`src/rtl/elevator_scan_ctrl.sv`:
```
// ---------------------------------------------------------------------------
// elevator_scan_ctrl
//
// Single-car elevator controller using a SCAN policy: the car keeps its
// direction of travel while calls lie ahead of it and only reverses when
// nothing is left in that direction. Floor calls are latched into a pending
// mask. Travel time per floor and door dwell time are counted in cycles.
//
// Ports:
//   clock          in   rising-edge clock for all state
//   reset          in   synchronous, active-high reset
//   call_req       in   [FLOORS]  new floor calls this cycle (any number set)
//   pending        out  [FLOORS]  latched outstanding calls
//   current_floor  out  [FLOOR_W] floor the car is at, or last passed
//   moving         out  high while in MOVING
//   direction      out  1 = up, 0 = down; holds while not moving
//   door_open      out  high while in DOOR
//   arrived        out  one-cycle pulse on the first DOOR cycle
//
// Every output is a register or a decode of the state register, so there is
// no combinational path from call_req to any output.
// ---------------------------------------------------------------------------
module elevator_scan_ctrl #(
  parameter int FLOORS      = 8,
  parameter int FLOOR_W     = 3,
  parameter int MOVE_CYCLES = 4,
  parameter int DOOR_CYCLES = 3
) (
  input  logic               clock,
  input  logic               reset,
  input  logic [FLOORS-1:0]  call_req,
  output logic [FLOORS-1:0]  pending,
  output logic [FLOOR_W-1:0] current_floor,
  output logic               moving,
  output logic               direction,
  output logic               door_open,
  output logic               arrived
);

  typedef enum logic [1:0] {
    IDLE   = 2'd0,
    MOVING = 2'd1,
    DOOR   = 2'd2
  } state_t;

  localparam int CNT_W   = $clog2(FLOORS + 1);
  localparam int T_MAX   = (MOVE_CYCLES > DOOR_CYCLES) ? MOVE_CYCLES : DOOR_CYCLES;
  // Timers only ever hold values 0..T_MAX-1.
  localparam int TIMER_W = (T_MAX > 1) ? $clog2(T_MAX) : 1;

  localparam logic [TIMER_W-1:0] MOVE_LOAD = TIMER_W'(MOVE_CYCLES - 1);
  localparam logic [TIMER_W-1:0] DOOR_LOAD = TIMER_W'(DOOR_CYCLES - 1);
  localparam logic [FLOOR_W-1:0] TOP_FLOOR = FLOOR_W'(FLOORS - 1);

  // State registers
  state_t               state_reg,   state_next;
  logic [FLOORS-1:0]    pending_reg, pending_next;
  logic [FLOOR_W-1:0]   floor_reg,   floor_next;
  logic                 dir_reg,     dir_next;
  logic [TIMER_W-1:0]   timer_reg,   timer_next;
  logic                 arrived_reg, arrived_next;

  // Request bookkeeping
  logic [FLOORS-1:0]    above_mask, below_mask;
  logic [CNT_W-1:0]     above_cnt,  below_cnt;
  logic                 above_any,  below_any;
  logic                 ahead_any,  behind_any;
  logic [FLOOR_W-1:0]   hop_floor;
  logic [FLOORS-1:0]    pending_set, clear_mask;
  logic                 clear_en;
  logic [FLOOR_W-1:0]   clear_floor;

  // Pending calls split by side of the car.
  for (genvar gi = 0; gi < FLOORS; gi++) begin : g_side
    assign above_mask[gi] = pending_reg[gi] && (FLOOR_W'(gi) > floor_reg);
    assign below_mask[gi] = pending_reg[gi] && (FLOOR_W'(gi) < floor_reg);
  end

  assign above_any = |above_mask;
  assign below_any = |below_mask;

  // Call counts on each side; only the IDLE direction choice needs them.
  always_comb begin
    above_cnt = '0;
    below_cnt = '0;
    for (int i = 0; i < FLOORS; i++) begin
      above_cnt = above_cnt + CNT_W'(above_mask[i]);
      below_cnt = below_cnt + CNT_W'(below_mask[i]);
    end
  end

  // Floor reached at the end of the current hop. The ends are clamped even
  // though a pending target ahead always stops the car before them.
  always_comb begin
    hop_floor = floor_reg;
    if (dir_reg) begin
      if (floor_reg != TOP_FLOOR) hop_floor = floor_reg + FLOOR_W'(1);
    end else begin
      if (floor_reg != '0) hop_floor = floor_reg - FLOOR_W'(1);
    end
  end

  // ---------------- state register ----------------
  always_ff @(posedge clock) begin
    if (reset) begin
      state_reg   <= IDLE;
      pending_reg <= '0;
      floor_reg   <= '0;
      dir_reg     <= 1'b1;
      timer_reg   <= '0;
      arrived_reg <= 1'b0;
    end else begin
      state_reg   <= state_next;
      pending_reg <= pending_next;
      floor_reg   <= floor_next;
      dir_reg     <= dir_next;
      timer_reg   <= timer_next;
      arrived_reg <= arrived_next;
    end
  end

  // ---------------- next-state logic ----------------
  always_comb begin
    state_next   = state_reg;
    floor_next   = floor_reg;
    dir_next     = dir_reg;
    timer_next   = timer_reg;
    arrived_next = 1'b0;
    pending_set  = call_req;
    clear_en     = 1'b0;
    clear_floor  = floor_reg;
    ahead_any    = dir_reg ? above_any : below_any;
    behind_any   = dir_reg ? below_any : above_any;

    case (state_reg)
      IDLE: begin
        if (pending_reg[floor_reg]) begin
          state_next   = DOOR;
          timer_next   = DOOR_LOAD;
          arrived_next = 1'b1;
          clear_en     = 1'b1;
        end else if (above_any || below_any) begin
          state_next = MOVING;
          timer_next = MOVE_LOAD;
          // Majority side wins; a tie goes up.
          dir_next   = (below_cnt > above_cnt) ? 1'b0 : 1'b1;
        end
      end

      MOVING: begin
        if (timer_reg != '0) begin
          timer_next = timer_reg - TIMER_W'(1);
        end else begin
          floor_next = hop_floor;
          if (pending_reg[hop_floor]) begin
            state_next   = DOOR;
            timer_next   = DOOR_LOAD;
            arrived_next = 1'b1;
            clear_en     = 1'b1;
            clear_floor  = hop_floor;
          end else begin
            timer_next = MOVE_LOAD;
          end
        end
      end

      DOOR: begin
        // A call for the floor the door is open at is absorbed as a reopen
        // instead of being latched.
        pending_set[floor_reg] = 1'b0;
        if (call_req[floor_reg]) begin
          timer_next = DOOR_LOAD;
        end else if (timer_reg != '0) begin
          timer_next = timer_reg - TIMER_W'(1);
        end else if (ahead_any) begin
          state_next = MOVING;
          timer_next = MOVE_LOAD;
        end else if (behind_any) begin
          state_next = MOVING;
          dir_next   = ~dir_reg;
          timer_next = MOVE_LOAD;
        end else begin
          state_next = IDLE;
          timer_next = '0;
        end
      end

      default: begin
        state_next = IDLE;
        timer_next = '0;
      end
    endcase

    // Clearing the arrival floor overrides a same-edge call for that floor.
    clear_mask   = clear_en ? (FLOORS'(1) << clear_floor) : '0;
    pending_next = (pending_reg | pending_set) & ~clear_mask;
  end

  // ---------------- output decode ----------------
  always_comb begin
    pending       = pending_reg;
    current_floor = floor_reg;
    direction     = dir_reg;
    arrived       = arrived_reg;
    moving        = (state_reg == MOVING);
    door_open     = (state_reg == DOOR);
  end

endmodule

```
`config.mk`:
```
export PLATFORM = sky130hd
export DESIGN_NAME = elevator_scan_ctrl
export DESIGN_NICKNAME = d
export VERILOG_FILES = /design/src/rtl/elevator_scan_ctrl.sv
export SDC_FILE = /design/constraint.sdc
export NUM_CORES = 1
export LEC_CHECK = 0
export CAP_MARGIN = 20
export CORE_ASPECT_RATIO = 1.25
export CORE_MARGIN = 2
export CORE_UTILIZATION = 60
export CTS_CLUSTER_DIAMETER = 60
export DETAILED_ROUTE_END_ITERATION = 8
export MAX_ROUTING_LAYER = met4
export PLACE_DENSITY = 0.95
export SETUP_SLACK_MARGIN = 0.1
export SYNTH_ARGS = -nofsm -noshare
export SYNTH_HDL_FRONTEND = slang
export SYNTH_SLANG_ARGS = --single-unit
```
`constraint.sdc`:
```
create_clock -name clock -period 8.9 [get_ports clock]
set_input_delay 1.335 -clock clock [delete_from_list [all_inputs] [get_ports clock]]
set_output_delay 1.335 -clock clock [all_outputs]
set_load 0.02 [all_outputs]
```
## Word-level counts from Yosys, hierarchy flattened

Cells that the tools add are included.

| word-level totals | value |
|---|---|
| flip-flop bits (word level) | 17 |
| latch bits | 0 |
| bits in writable memories | 0 |
| ROM bits | 0 |
| input bits | 10 |
| output and inout port bits | 15 |
| word-level logic and storage cells | 138 |
| memories | 0 |

| operators by class | value |
|---|---|
| $add $sub $neg | 17 |
| multiply operators | 0 |
| divide/modulo/power cells | 0 |
| $lt $le $gt $ge | 20 |
| equality and inequality tests | 12 |
| shifts and indexed selects | 1 |
| mux-type cells | 48 |
| bitwise operators | 7 |
| reductions and logical operators | 27 |

Operators by type and width:

| operator | count |
|---|---|
| adder 4 x 1 -> 4 bit | 8 |
| two-way mux 2 bit | 13 |
| two-way mux 1 bit | 19 |
| two-way mux 3 bit | 6 |
| logical AND 1 bit | 17 |
| bitwise AND 8 bit | 2 |
| two-way mux 8 bit | 2 |
| NOT 8 bit | 2 |
| OR reduction 8 bit | 2 |
| > comparator 3 bit, first input constant | 4 |
| less-than comparator 3 bit, first input constant | 4 |
| != test 2 bit, second input constant | 6 |
| one-hot mux 2 bit (3 select lines) | 2 |
| binary-select mux 1 bit (select 3 bit) | 3 |
| adder 3 x 1 -> 4 bit | 2 |
| less-than comparator 3 x 4 -> 1 bit, second input constant | 2 |
| bitwise OR 8 bit | 1 |
| << shifter 1 x 3 -> 8 bit, first input constant | 1 |
| AND reduction 7 bit | 1 |
| adder 2 x 1 -> 3 bit | 2 |
| > comparator 1 x 3 -> 1 bit, first input constant | 2 |
| > comparator 2 x 3 -> 1 bit, first input constant | 2 |
| less-than comparator 1 x 3 -> 1 bit, first input constant | 2 |
| less-than comparator 2 x 3 -> 1 bit, first input constant | 2 |
| 19 further kinds | 25 |

## Depth between registers and ports, before layout

| logic depth | value |
|---|---|
| depth after elaboration | 14 |
| gate-level depth with buffers | 17 |
| mapped depth without buffers | 16 |

## Worst setup path after synthesis

No wires, ideal clock.

| timing path | value |
|---|---|
| kind | reg-to-reg |
| from | reg floor_reg[1], in the netlist current_floor[1] |
| to | reg dir_reg, in the netlist direction |
| library setup time | 0.120 ns |
| arrival time | 4.423 ns |
| data required time | 8.780 ns |
| path slack | 4.357 ns |
| stages on the path, launching flop included | 17 |
| path buffers | 2 |
| period minus slack after synthesis | 4.543 ns |
| cell sequence | dfxtp_1 buf_2 buf_1 nor2_1 o21ai_0 nand2_1 fa_1 fa_1 fa_1 fa_1 inv_1 ha_1 nor2b_1 o21a_1 o21ai_0 a211o_1 a211o_2 |

| on the way | value |
|---|---|
| word-level cells in the longest chain between the ends | 14 |
| elaborated cells on any way between the ends | 66 |
| those cells by class | add/sub: 14; order compare: 17; eq/ne: 5; mux: 10; reduce/logical: 20 |

RTL lines:

| element | RTL line | source |
|---|---|---|
| start, declared | 58 | `logic [FLOOR_W-1:0] floor_reg, floor_next;` |
| start signal, assigned | 115 | `floor_reg <= floor_next;` |
| less-than comparator 1 x 3 -> 1 bit or > comparator 1 x 3 -> 1 bit (tied branches) | 76, 75 |  |
| logical AND 1 bit (on tied branches) | 76, 75 |  |
| adder 1 x 1 -> 2 bit (on tied branches) | 88, 87 |  |
| adder 2 x 1 -> 3 bit (on tied branches) | 88, 87 |  |
| adder 3 x 1 -> 4 bit (on tied branches) | 88, 87 |  |
| adder 4 x 1 -> 4 bit (on tied branches) (4 in series) | 88, 87 |  |
| > comparator 4 bit | 146 | `dir_next = (below_cnt > above_cnt) ? 1'b0 : 1'b1;` |
| two-way mux 1 bit | 146 |  |
| two-way mux 1 bit | 142 | `end else if (above_any \|\| below_any) begin` |
| two-way mux 1 bit | 137 | `if (pending_reg[floor_reg]) begin` |
| one-hot mux 1 bit (2 select lines) | 135 | `case (state_reg)` |
| end signal, assigned | 116 | `dir_reg <= dir_next;` |
| end, declared | 59 | `logic dir_reg, dir_next;` |

Several ways; a longest one is shown, not always the timed one. The select of a mux whose other input is x is not followed.
A chain may end at the register's enable or synchronous reset.

## Final worst setup path

Ends and elaborated chain as after synthesis.

==> reports/metrics.csv <==
stage;metric;value;unit
setup_path;Worst R2R Start;current_floor[1]$_SDFFE_PP0P_;
route;drt total wl;5880;um
setup_path;Startpoint Class;flip-flop;
route;drc violations;0;
cts;Inserted Clock Buffers;3;
setup_path;FF-to-FF path depth;15;
sta;max frequency;197;MHz
synth;post-synth net total;275;
global_route;initial antenna violation count;0;
cells_and_area;max reg flops;8;
sta;final setup vio count;0;
cells_and_area;area grow syn2layout;14.6;%
setup_path;CP Capture Point;direction$_SDFFE_PP1P_;
power;Power Density;298;nW/um2
synth;Synth Instances;245;
synth;Avg Inst Size Synth;7.89;um2
min_path;hold_sp;timer_reg[0]$_SDFFE_PP0P_;
global_route;number of global-route vias before repair;2026;
placed_design;Routability Congestion;1.00;
sta;Tightest Pin Transition;0.788;ns
sta;RSZ-0062 raised after global routing;false;
synth;asr flop ratio synth;0;
synth;flop and latch count out of synthesis;17;
cells_and_area;fill count;237;
synth;Post-synth EDFFs;0;
cts;Clock Latency Late Sink;0.26;ns
floorplanning;IO Count;25;
setup_path;reg-to-reg slack, setup;3.83;ns
job;max_cap viols;0;
sta;final worst path period need;5.07;ns
synth;Mapped Area;1930;um2
setup_path;CP cell instances;inv_1 > ha_1 > nand2b_1 > nand2_1 > fa_1 > fa_1 > fa_1 > fa_1 > inv_1 > ha_1 > nor2b_1 > o21a_1 > o21ai_0 > a211o_1 > a211o_2;
sta;Fin Clk Skew;0.00462;ns
power;Tot Pwr;0.000661;W
floorplanning;total core area;3140;um2
setup_path;critical path data required time;9.05;ns
power;Peak supply drop;216;uV
route;first drt pass iteration count;5;
cts;Worst-path clk slew;0.08;ns
placed_design;port bufs;24;
route;via-per-instance ratio;6.97;
placed_design;placed insts;295;
route;routed len/inst;19.7;um
status;status;complete, no violations;
cells_and_area;Antenna diodes;0;
cells_and_area;Post-layout nets;293;
floorplanning;initial core utilization;0.616;
setup_path;max incr delay on CP;0.84;ns
cts;CTS sink cnt;17;
sta;Sum Neg Setup Slack;0;ns
floorplanning;Chip Height;67.4;um
setup_path;RR Endpoint;direction$_SDFFE_PP1P_;
placed_design;DP Area;2170;um2
global_route;first-pass GRT wire length;9480;um
global_route;pin count of the biggest net entering global routing;31;
cts;post-CTS setup buffers;0;
synth;Netlist cell types;55;
sta;Final Hold Viols;0;
cells_and_area;Finished Layout Cells;299;
global_route;total congestion overflow;0;
cts;Root Buffer;clkbuf_8;
setup_path;CP arrival;5.22;ns
setup_path;CP most frequent cell;fa_1;
cts;hold_buf cts;0;
setup_path;launch point of the worst path;current_floor[1]$_SDFFE_PP0P_;
synth;Yosys warning total;0;
route;post-route ant nets;0;
placed_design;placed wire-length estimate;4320;um
cts;Post-CTS Resized;0;
cts;clk buf depth;2;
cells_and_area;final core occ;0.706;
sta;fin crit share;0.569;
floorplanning;row cnt;23;
cells_and_area;layout cell share with drive strength beyond 1;0.0878;
sta;Slew Viols, Final;0;
setup_path;Critical Path Fanout Max;21;
cells_and_area;Layout Cell Area excl Fill;2210;um2
floorplanning;die width;54.8;um
power;Static Leak;0.790;nW
sta;Slew HR;0.474;
floorplanning;Total Die Area;3690;um2
synth;Most used DFF post-synth;dfxtp_1;
route;detailed-route via count;2085;
global_route;Total GRT Usage;0.359;
setup_path;CP Capture Type;flip-flop;
route;initial DRC count;165;
min_path;HP Class;reg -> reg;
setup_path;critical path class;reg -> reg;
cts;Clock H-tree levels;1;
synth;Seq/Total Area, Yosys;0.176;
cts;CTS tree;built;
setup_path;Critical-path top delay cell;dfxtp_1;
power breakdown:
part	total, W	switching, W	internal, W
logic	0.000462	0.000280	0.000181
registers	0.000137	0.0000421	0.0000949
clock network	0.0000618	0.0000307	0.0000312
total	0.000661	0.000353	0.000307
cells in the final DEF (no fill, tap or decap), drive strengths merged, types with 3 or more instances in the layout:
cell type      count
clkbuf             3
nand3             15
dfxtp             17
or3                3
a21oi             17
a211oi             5
inv               12
a31oi              5
clkdlybuf4s50     24
mux2i              5
fa                 8
ha                12
o21a               3
nor2              31
nand2             14
nor2b              3
mux2               3
o21ai             26
clkinv             3
and3               3
nor3               8
o41a               8
nand2b             3
routing by layer:
metal	part of all wire	track usage
met4	0.044	0.178
met2	0.49	0.571
met1	0.38	0.427
met5	0	-
met3	0.084	0.0642
cell families after synthesis:
family,share of synthesized area
multiplexers,0.0667
flip-flops,0.176
adder cells (fa/ha/maj),0.161
AND/OR/NAND/NOR,0.241
buffers and inverters,0.0615
AO/OA/AOI/OAI,0.294
critical path, delay by kind of cell, from the launching register on:
kind	cells	cell delay (ns)
AND/OR/NAND/NOR	3	0.39
flip-flops	1	0.84
AO/OA/AOI/OAI	4	0.85
adder cells (fa/ha/maj)	6	2.52
buffers and inverters	2	0.36
through the flow:
step	hold WS [ns]	setup WS (ns)
finish	0.557	3.83
global route	0.598	3.53
global placement	0.529	4.10
detailed placement	0.545	3.84
floorplan	0.497	4.36
CTS	0.559	3.85
worst min path at each step:
stage                                      to  slack, ns  cells past startpoint
floorplan           timer_reg[0]$_SDFFE_PP0P_       0.50                      2
global placement    timer_reg[0]$_SDFFE_PP0P_       0.53                      2
detailed placement  timer_reg[0]$_SDFFE_PP0P_       0.54                      2
CTS                 timer_reg[0]$_SDFFE_PP0P_       0.56                      2
global route        timer_reg[0]$_SDFFE_PP0P_       0.60                      2
finish              timer_reg[0]$_SDFFE_PP0P_       0.56                      2
layout make-up:
cell class | instances | area, um2 | share of cell area
multi-input cells | 201 | 1470 | 0.665
well taps | 37 | 46.3 | 0.0209
repair buffers | 26 | 255 | 0.115
clock buffers | 3 | 41.3 | 0.0187
flip-flops and latches | 17 | 340 | 0.154
inverters | 14 | 52.6 | 0.0237
clock inverters | 1 | 5.00 | 0.00226
synth_stat cells (6+ instances only):
library cell	instances	area [um2]
o41a_1	8	90.1
o21ai_0	24	120
ha_1	12	150
inv_1	12	45.0
fa_1	8	160
nor3_1	7	35.0
clkbuf_1	6	22.5
nand3_1	15	75.1
nor2_1	31	116
nand2_1	14	52.6
a21oi_1	16	80.1
dfxtp_1	17	340
(Power assumes the default switching activity.)
